**config.mk**
```make
export PLATFORM = sky130hd
export DESIGN_NAME = alu_seq
export DESIGN_NICKNAME = d
export VERILOG_FILES = /design/src/rtl/alu_seq_pkg.sv /design/src/rtl/alu_seq_alu8.sv /design/src/rtl/alu_seq.sv
export SDC_FILE = /design/constraint.sdc
export NUM_CORES = 1
export LEC_CHECK = 0
export ABC_AREA = 1
export BUFFER_PORTS_ARGS = -buffer_cell sky130_fd_sc_hd__buf_2
export CAP_MARGIN = 25
export CORE_MARGIN = 5
export CORE_UTILIZATION = 38
export CTS_CLUSTER_SIZE = 25
export DETAILED_ROUTE_END_ITERATION = 8
export SETUP_SLACK_MARGIN = 0.15
export SYNTH_ARGS = -nofsm -noshare
export SYNTH_HDL_FRONTEND = slang
export SYNTH_SLANG_ARGS = --single-unit
```
**constraint.sdc**
```tcl
create_clock -name clk -period 3.9 [get_ports clk]
set_clock_uncertainty 0.2 [all_clocks]
set_input_delay 0.585 -clock clk [delete_from_list [all_inputs] [get_ports clk]]
set_output_delay 0.585 -clock clk [all_outputs]
set_load 0.1 [all_outputs]
```
**src/rtl/alu_seq_pkg.sv**
```systemverilog
// Shared types and constants for the byte-serial 16-bit ALU sequencer.
// Holds the request opcode encoding, the FSM states and the 8-bit ALU commands.
package alu_seq_pkg;

    typedef enum logic [1:0] {
        OP_ADD16 = 2'b00,
        OP_SHL16 = 2'b01,
        OP_XOR16 = 2'b10,
        OP_AND16 = 2'b11
    } op_e;

    typedef enum logic [2:0] {
        ST_IDLE = 3'b000,
        ST_LO   = 3'b001,
        ST_HI   = 3'b010,
        ST_CI   = 3'b011,
        ST_DONE = 3'b100
    } state_e;

    localparam logic [2:0] ALU_CMD_ADD = 3'b000;
    localparam logic [2:0] ALU_CMD_SHL = 3'b001;
    localparam logic [2:0] ALU_CMD_XOR = 3'b011;
    localparam logic [2:0] ALU_CMD_AND = 3'b100;

    function automatic logic [2:0] cmd_for_op(input op_e op);
        logic [2:0] cmd;
        case (op)
            OP_ADD16: cmd = ALU_CMD_ADD;
            OP_SHL16: cmd = ALU_CMD_SHL;
            OP_XOR16: cmd = ALU_CMD_XOR;
            OP_AND16: cmd = ALU_CMD_AND;
            default:  cmd = ALU_CMD_ADD;
        endcase
        return cmd;
    endfunction

endpackage

```
**src/rtl/alu_seq_alu8.sv**
```systemverilog
// Combinational 8-bit ALU; SHL shifts sc_i into bit 0 and reports bit 7 as carry.
// Unused command codes produce zero result and zero carry.
module alu_seq_alu8
    import alu_seq_pkg::*;
(
    input  logic [2:0] cmd_i,
    input  logic [7:0] a_i,
    input  logic [7:0] b_i,
    input  logic       sc_i,
    output logic [7:0] y_o,
    output logic       co_o
);

    // Command decode and datapath
    always_comb begin
        y_o  = 8'h00;
        co_o = 1'b0;
        case (cmd_i)
            ALU_CMD_ADD: {co_o, y_o} = {1'b0, a_i} + {1'b0, b_i};
            ALU_CMD_SHL: {co_o, y_o} = {a_i, sc_i};
            ALU_CMD_XOR: y_o = a_i ^ b_i;
            ALU_CMD_AND: y_o = a_i & b_i;
            default: begin
                y_o  = 8'h00;
                co_o = 1'b0;
            end
        endcase
    end

endmodule

```
**src/rtl/alu_seq.sv**
```systemverilog
// 16-bit ALU built by sequencing one 8-bit ALU over the low byte, the high byte
// and, for ADD16, a carry-propagation pass; valid/ready on both sides.
module alu_seq
    import alu_seq_pkg::*;
(
    input  logic        clk,
    input  logic        rst_n,
    input  logic        req_valid,
    output logic        req_ready,
    input  logic [1:0]  req_op,
    input  logic [15:0] req_a,
    input  logic [15:0] req_b,
    output logic        rsp_valid,
    input  logic        rsp_ready,
    output logic [15:0] rsp_data,
    output logic        rsp_carry,
    output logic        rsp_zero
);

    state_e      state_q, state_d;
    op_e         op_q, op_d;
    logic [15:0] a_q, a_d;
    logic [15:0] b_q, b_d;
    logic [7:0]  lo_q, lo_d;
    logic [7:0]  hi_q, hi_d;
    logic        clo_q, clo_d;
    logic        carry_q, carry_d;

    logic        req_ready_q;
    logic        rsp_valid_q;
    logic [15:0] rsp_data_q;
    logic        rsp_carry_q;
    logic        rsp_zero_q;

    logic [2:0]  alu_cmd_s;
    logic [7:0]  alu_a_s;
    logic [7:0]  alu_b_s;
    logic        alu_sc_s;
    logic [7:0]  alu_y_s;
    logic        alu_co_s;

    alu_seq_alu8 u_alu8 (
        .cmd_i (alu_cmd_s),
        .a_i   (alu_a_s),
        .b_i   (alu_b_s),
        .sc_i  (alu_sc_s),
        .y_o   (alu_y_s),
        .co_o  (alu_co_s)
    );

    // Next-state, operand latching and ALU drive
    always_comb begin
        state_d   = state_q;
        op_d      = op_q;
        a_d       = a_q;
        b_d       = b_q;
        lo_d      = lo_q;
        hi_d      = hi_q;
        clo_d     = clo_q;
        carry_d   = carry_q;
        alu_cmd_s = cmd_for_op(op_q);
        alu_a_s   = 8'h00;
        alu_b_s   = 8'h00;
        alu_sc_s  = 1'b0;
        case (state_q)
            ST_IDLE: begin
                if (req_valid) begin
                    op_d    = op_e'(req_op);
                    a_d     = req_a;
                    b_d     = req_b;
                    lo_d    = 8'h00;
                    hi_d    = 8'h00;
                    clo_d   = 1'b0;
                    carry_d = 1'b0;
                    state_d = ST_LO;
                end else begin
                    state_d = ST_IDLE;
                end
            end
            ST_LO: begin
                alu_a_s = a_q[7:0];
                alu_b_s = b_q[7:0];
                lo_d    = alu_y_s;
                clo_d   = alu_co_s;
                state_d = ST_HI;
            end
            ST_HI: begin
                alu_a_s = a_q[15:8];
                alu_b_s = b_q[15:8];
                // Only the shift chains the low byte's carry into the high byte here;
                // ADD16 propagates it in the separate CI pass.
                if (op_q == OP_SHL16) begin
                    alu_sc_s = clo_q;
                end else begin
                    alu_sc_s = 1'b0;
                end
                hi_d = alu_y_s;
                if (op_q == OP_ADD16 || op_q == OP_SHL16) begin
                    carry_d = alu_co_s;
                end else begin
                    carry_d = 1'b0;
                end
                if (op_q == OP_ADD16) begin
                    state_d = ST_CI;
                end else begin
                    state_d = ST_DONE;
                end
            end
            ST_CI: begin
                alu_cmd_s = ALU_CMD_ADD;
                alu_a_s   = hi_q;
                alu_b_s   = {7'h00, clo_q};
                hi_d      = alu_y_s;
                carry_d   = carry_q | alu_co_s;
                state_d   = ST_DONE;
            end
            ST_DONE: begin
                if (rsp_ready) begin
                    state_d = ST_IDLE;
                end else begin
                    state_d = ST_DONE;
                end
            end
            default: begin
                state_d = ST_IDLE;
            end
        endcase
    end

    // State, operand and partial-result registers
    always_ff @(posedge clk) begin
        if (!rst_n) begin
            state_q <= ST_IDLE;
            op_q    <= OP_ADD16;
            a_q     <= 16'h0000;
            b_q     <= 16'h0000;
            lo_q    <= 8'h00;
            hi_q    <= 8'h00;
            clo_q   <= 1'b0;
            carry_q <= 1'b0;
        end else begin
            state_q <= state_d;
            op_q    <= op_d;
            a_q     <= a_d;
            b_q     <= b_d;
            lo_q    <= lo_d;
            hi_q    <= hi_d;
            clo_q   <= clo_d;
            carry_q <= carry_d;
        end
    end

    // Registered handshake and response outputs, decoded from the next state
    always_ff @(posedge clk) begin
        if (!rst_n) begin
            req_ready_q <= 1'b1;
            rsp_valid_q <= 1'b0;
            rsp_data_q  <= 16'h0000;
            rsp_carry_q <= 1'b0;
            rsp_zero_q  <= 1'b0;
        end else begin
            req_ready_q <= (state_d == ST_IDLE);
            rsp_valid_q <= (state_d == ST_DONE);
            if (state_d == ST_DONE) begin
                rsp_data_q  <= {hi_d, lo_d};
                rsp_carry_q <= carry_d;
                rsp_zero_q  <= ({hi_d, lo_d} == 16'h0000);
            end else begin
                rsp_data_q  <= 16'h0000;
                rsp_carry_q <= 1'b0;
                rsp_zero_q  <= 1'b0;
            end
        end
    end

    assign req_ready = req_ready_q;
    assign rsp_valid = rsp_valid_q;
    assign rsp_data  = rsp_data_q;
    assign rsp_carry = rsp_carry_q;
    assign rsp_zero  = rsp_zero_q;

endmodule

```
==> impl_metrics.ini <==
[worst_setup_path]
path_class = reg -> reg
timing.reg2reg.worst_path_depth = 23
crit_top_cell = nand2_1
regToRegStartpoint = state_q[2]$_SDFF_PN0_
critical_path.cell_chain = inv_2 > nand3_2 > inv_4 > nand2_1 > nand3_1 > ha_1 > inv_1 > fa_1 > inv_1 > nand2_1 > nand2_1 > nand2_1 > nand2_1 > nand2_1 > nand2_1 > nand3_1 > nand3_1 > nand2_1 > inv_1 > nand2_1 > nor2_1 > nand3_1 > nor2_1
crit_path_max_fanout = 14
worst-r2r-setup-slack_ps = 460
timing.critical_path.required_ps = 4000
worstSetupEndpointType = flop
critical-path-max-stage-delay_ps = 410
crit_arrival_ps = 3540
worst_path_max_delay_cell = fa_1
worst_r2r_endpoint = rsp_zero$_SDFF_PN0_
cp-start-kind = flop

[clock_network]
clk-insertion-delay-late_ps = 350
clockRootBuffer = clkbuf_8
cts_buffers = 9
ctsHtreeMaxLevel = 3
clock_sinks = 75
postCtsHoldBufs = 0
cts_tree = yes
clkSlewWorstSetupHoldPaths_ps = 80
clock_path_buffers = 2

[timing]
achievable-frequency_mhz = 291
grt_setup_unrepaired = no
final_hold_vio_count = 0
max_slew_margin = 0.557
min_period_over_period = 0.882
setup-violations-final = 0
timing_max_transition_violations_final = 0
min_period_ps = 3440
worst_margin_slew_ps = 662
fin_setup_tns_ps = 0

[logic_synthesis]
ys_dominant_reg_cell = dfxtp_1
synth.lib_cells_used.distinct = 32
synth_seq_area_share = 0.413
async_flop_share = 0
syn-instance-count = 525
post_synth.cell_area_avg_um2 = 6.92
synth_nets = 576
mappedNetlistArea_um2 = 3630
synth.ff_latch_count = 75
synth_enable_flop_cells = 0
yosys_warnings = 0

[hold_path]
whs_path_depth = 2
hold_end = b_q[9]$_SDFFE_PN0P_
worst_hold_startpoint = b_q[9]$_SDFFE_PN0P_
worstHoldPathType = reg -> reg

[grt]
grt_start_max_net_pins = 57
first_global_vias = 3288
wire_length_of_the_first_global_routing_pass_um = 15700
global_route.overflow_total = 0
antenna_violations_before_repair = 0
grt_util_all_layers = 0.170

[routing]
routed_wl_um = 9450
final_antenna_net_count = 0
drc = 0
detail_route.wl_per_cell_um = 13.3
drt-vias-per-instance = 4.78
dr_vias = 3398
drt_first_pass_iters = 5
drt-initial-drc-count = 188

[place]
placed_cells_incl_taps = 695
place_congestion = 0.905
dpl.hpwl_um = 7110
numPortBuffers = 57
placement.cell_area_um2 = 4010

[layout]
num-nets-final = 628
layout-drive-gt1-share = 0.174
synthToLayoutAreaGrowth_pct = 16.7
finalNonFillerCells = 711
layout_commonest_cell = nand2_1
antennaDiodeCount = 0
stdcell_area_um2 = 4240
mostFrequentLayoutCells = nand2_1, dfxtp_1, inv_1

[pwr]
ir_worst_vdd_mv = 0.204
power.density_cell_area_nw_per_um2 = 447
power.static_leakage_nw = 2.02

[die]
initial_utilization = 0.391
die_h_um = 108
die_outline_area_um2 = 11600
placement_rows = 35
num_io_pins = 58
core_area_um2 = 9280
die_w_um = 108

[run]
drv.max_cap_violation_count = 0

[status]
run_status = finished clean
[synthesized netlist by cell type (2+ instances only)]
| cell type | instances | area, um2 |
|---|---|---|
| nand2_1 | 140 | 526 |
| dfxtp_1 | 75 | 1500 |
| inv_1 | 65 | 244 |
| nor2_1 | 52 | 195 |
| nand3_1 | 45 | 225 |
| a21oi_1 | 42 | 210 |
| o21ai_0 | 24 | 120 |
| ha_1 | 12 | 150 |
| clkbuf_1 | 10 | 37.5 |
| inv_2 | 9 | 33.8 |
| nand4_1 | 7 | 43.8 |
| o22ai_1 | 7 | 43.8 |
| buf_2 | 5 | 25.0 |
| nand3_2 | 3 | 30.0 |
| nor2_4 | 3 | 33.8 |
| o21ai_2 | 3 | 26.3 |
| a22oi_1 | 2 | 15.0 |
| buf_4 | 2 | 15.0 |
| nand2_2 | 2 | 12.5 |
| nand3b_1 | 2 | 15.0 |
| nor2_2 | 2 | 12.5 |
| nor3_1 | 2 | 10.0 |
| o21ai_1 | 2 | 10.0 |
[worst max-delay path: cells and delay by family, from the launching register on]
| kind | cells | cell delay [ps] |
|---|---|---|
| adders and majority gates | 2 | 610 |
| buffers and inverters | 5 | 650 |
| DFF | 1 | 360 |
| and+or+nand+nor | 16 | 1580 |
[state kept, by name, summed over array words and instances, names as in the netlist]
name	flops
a_q	16
b_q	16
rsp_data	16
hi_q	8
lo_q	8
state_q	3
op_q	2
carry_q	1
clo_q	1
req_ready	1
rsp_carry	1
rsp_valid	1
rsp_zero	1
[final cells by class]
type                    instances  area, um2
multi-input cells             357       1770
inverters                      75        284
clock inverters                 7        100
clock buffers                   9        124
repair buffers                 59        300
fillers                       991       5050
well taps                     129        161
flip-flops and latches         75       1500
[metrics by stage]
stage	setup slack, ps	utilization	hold WS (ps)	total power (W)
final	459	0.456	256	0.00190
after floorplan	1080	-	225	0.00114
after global placement	500	0.431	244	0.00123
after CTS	369	0.456	253	0.00191
after global routing	194	0.456	272	0.00199
after detailed placement	407	0.431	246	0.00123
[power breakdown]
group	switching (W)	internal (W)
sequential	0.0000274	0.000815
clock	0.000313	0.000364
combinational	0.000272	0.000104
total	0.000613	0.00128
[per-layer routing]
metal / GRT usage / wire length (um) / vias up
met1: 0.226 / 4440 / 1519
li1: - / - / 1771
met3: 0.0306 / 454 / 12
met2: 0.271 / 4350 / 96
met5: 0 / 0 / -
met4: 0.0712 / 198 / 0
[repair_timing]
item                       in CTS  in global routing
resized for setup               0                  3
setup buffers                   0                  0
hold endpoints to repair        0                  0
setup endpoints to repair       0                  3
[worst max path at each step]
stage	end	startpoint	slack (ps)
2_1_floorplan	rsp_zero$_SDFF_PN0_	state_q[0]$_SDFF_PN0_	1080
3_3_place_gp	rsp_zero$_SDFF_PN0_	state_q[0]$_SDFF_PN0_	500
6_report	rsp_zero$_SDFF_PN0_	state_q[2]$_SDFF_PN0_	460
3_5_place_dp	rsp_zero$_SDFF_PN0_	state_q[0]$_SDFF_PN0_	410
5_1_grt	rsp_zero$_SDFF_PN0_	state_q[2]$_SDFF_PN0_	190
4_1_cts	rsp_zero$_SDFF_PN0_	state_q[0]$_SDFF_PN0_	370
[cell families (layout without fill, tap and decap cells)]
group / after synthesis / in the layout / share of synthesized area
adder cells (fa/ha/maj): 13 / 13 / 0.0468
buffers and inverters: 93 / 150 / 0.102
AO/OA/AOI/OAI: 83 / 83 / 0.125
AND/OR/NAND/NOR: 260 / 260 / 0.310
XOR/XNOR: 1 / 1 / 0.00241
flip-flops: 75 / 75 / 0.413
No activity file was read; power rests on OpenSTA's default activity.
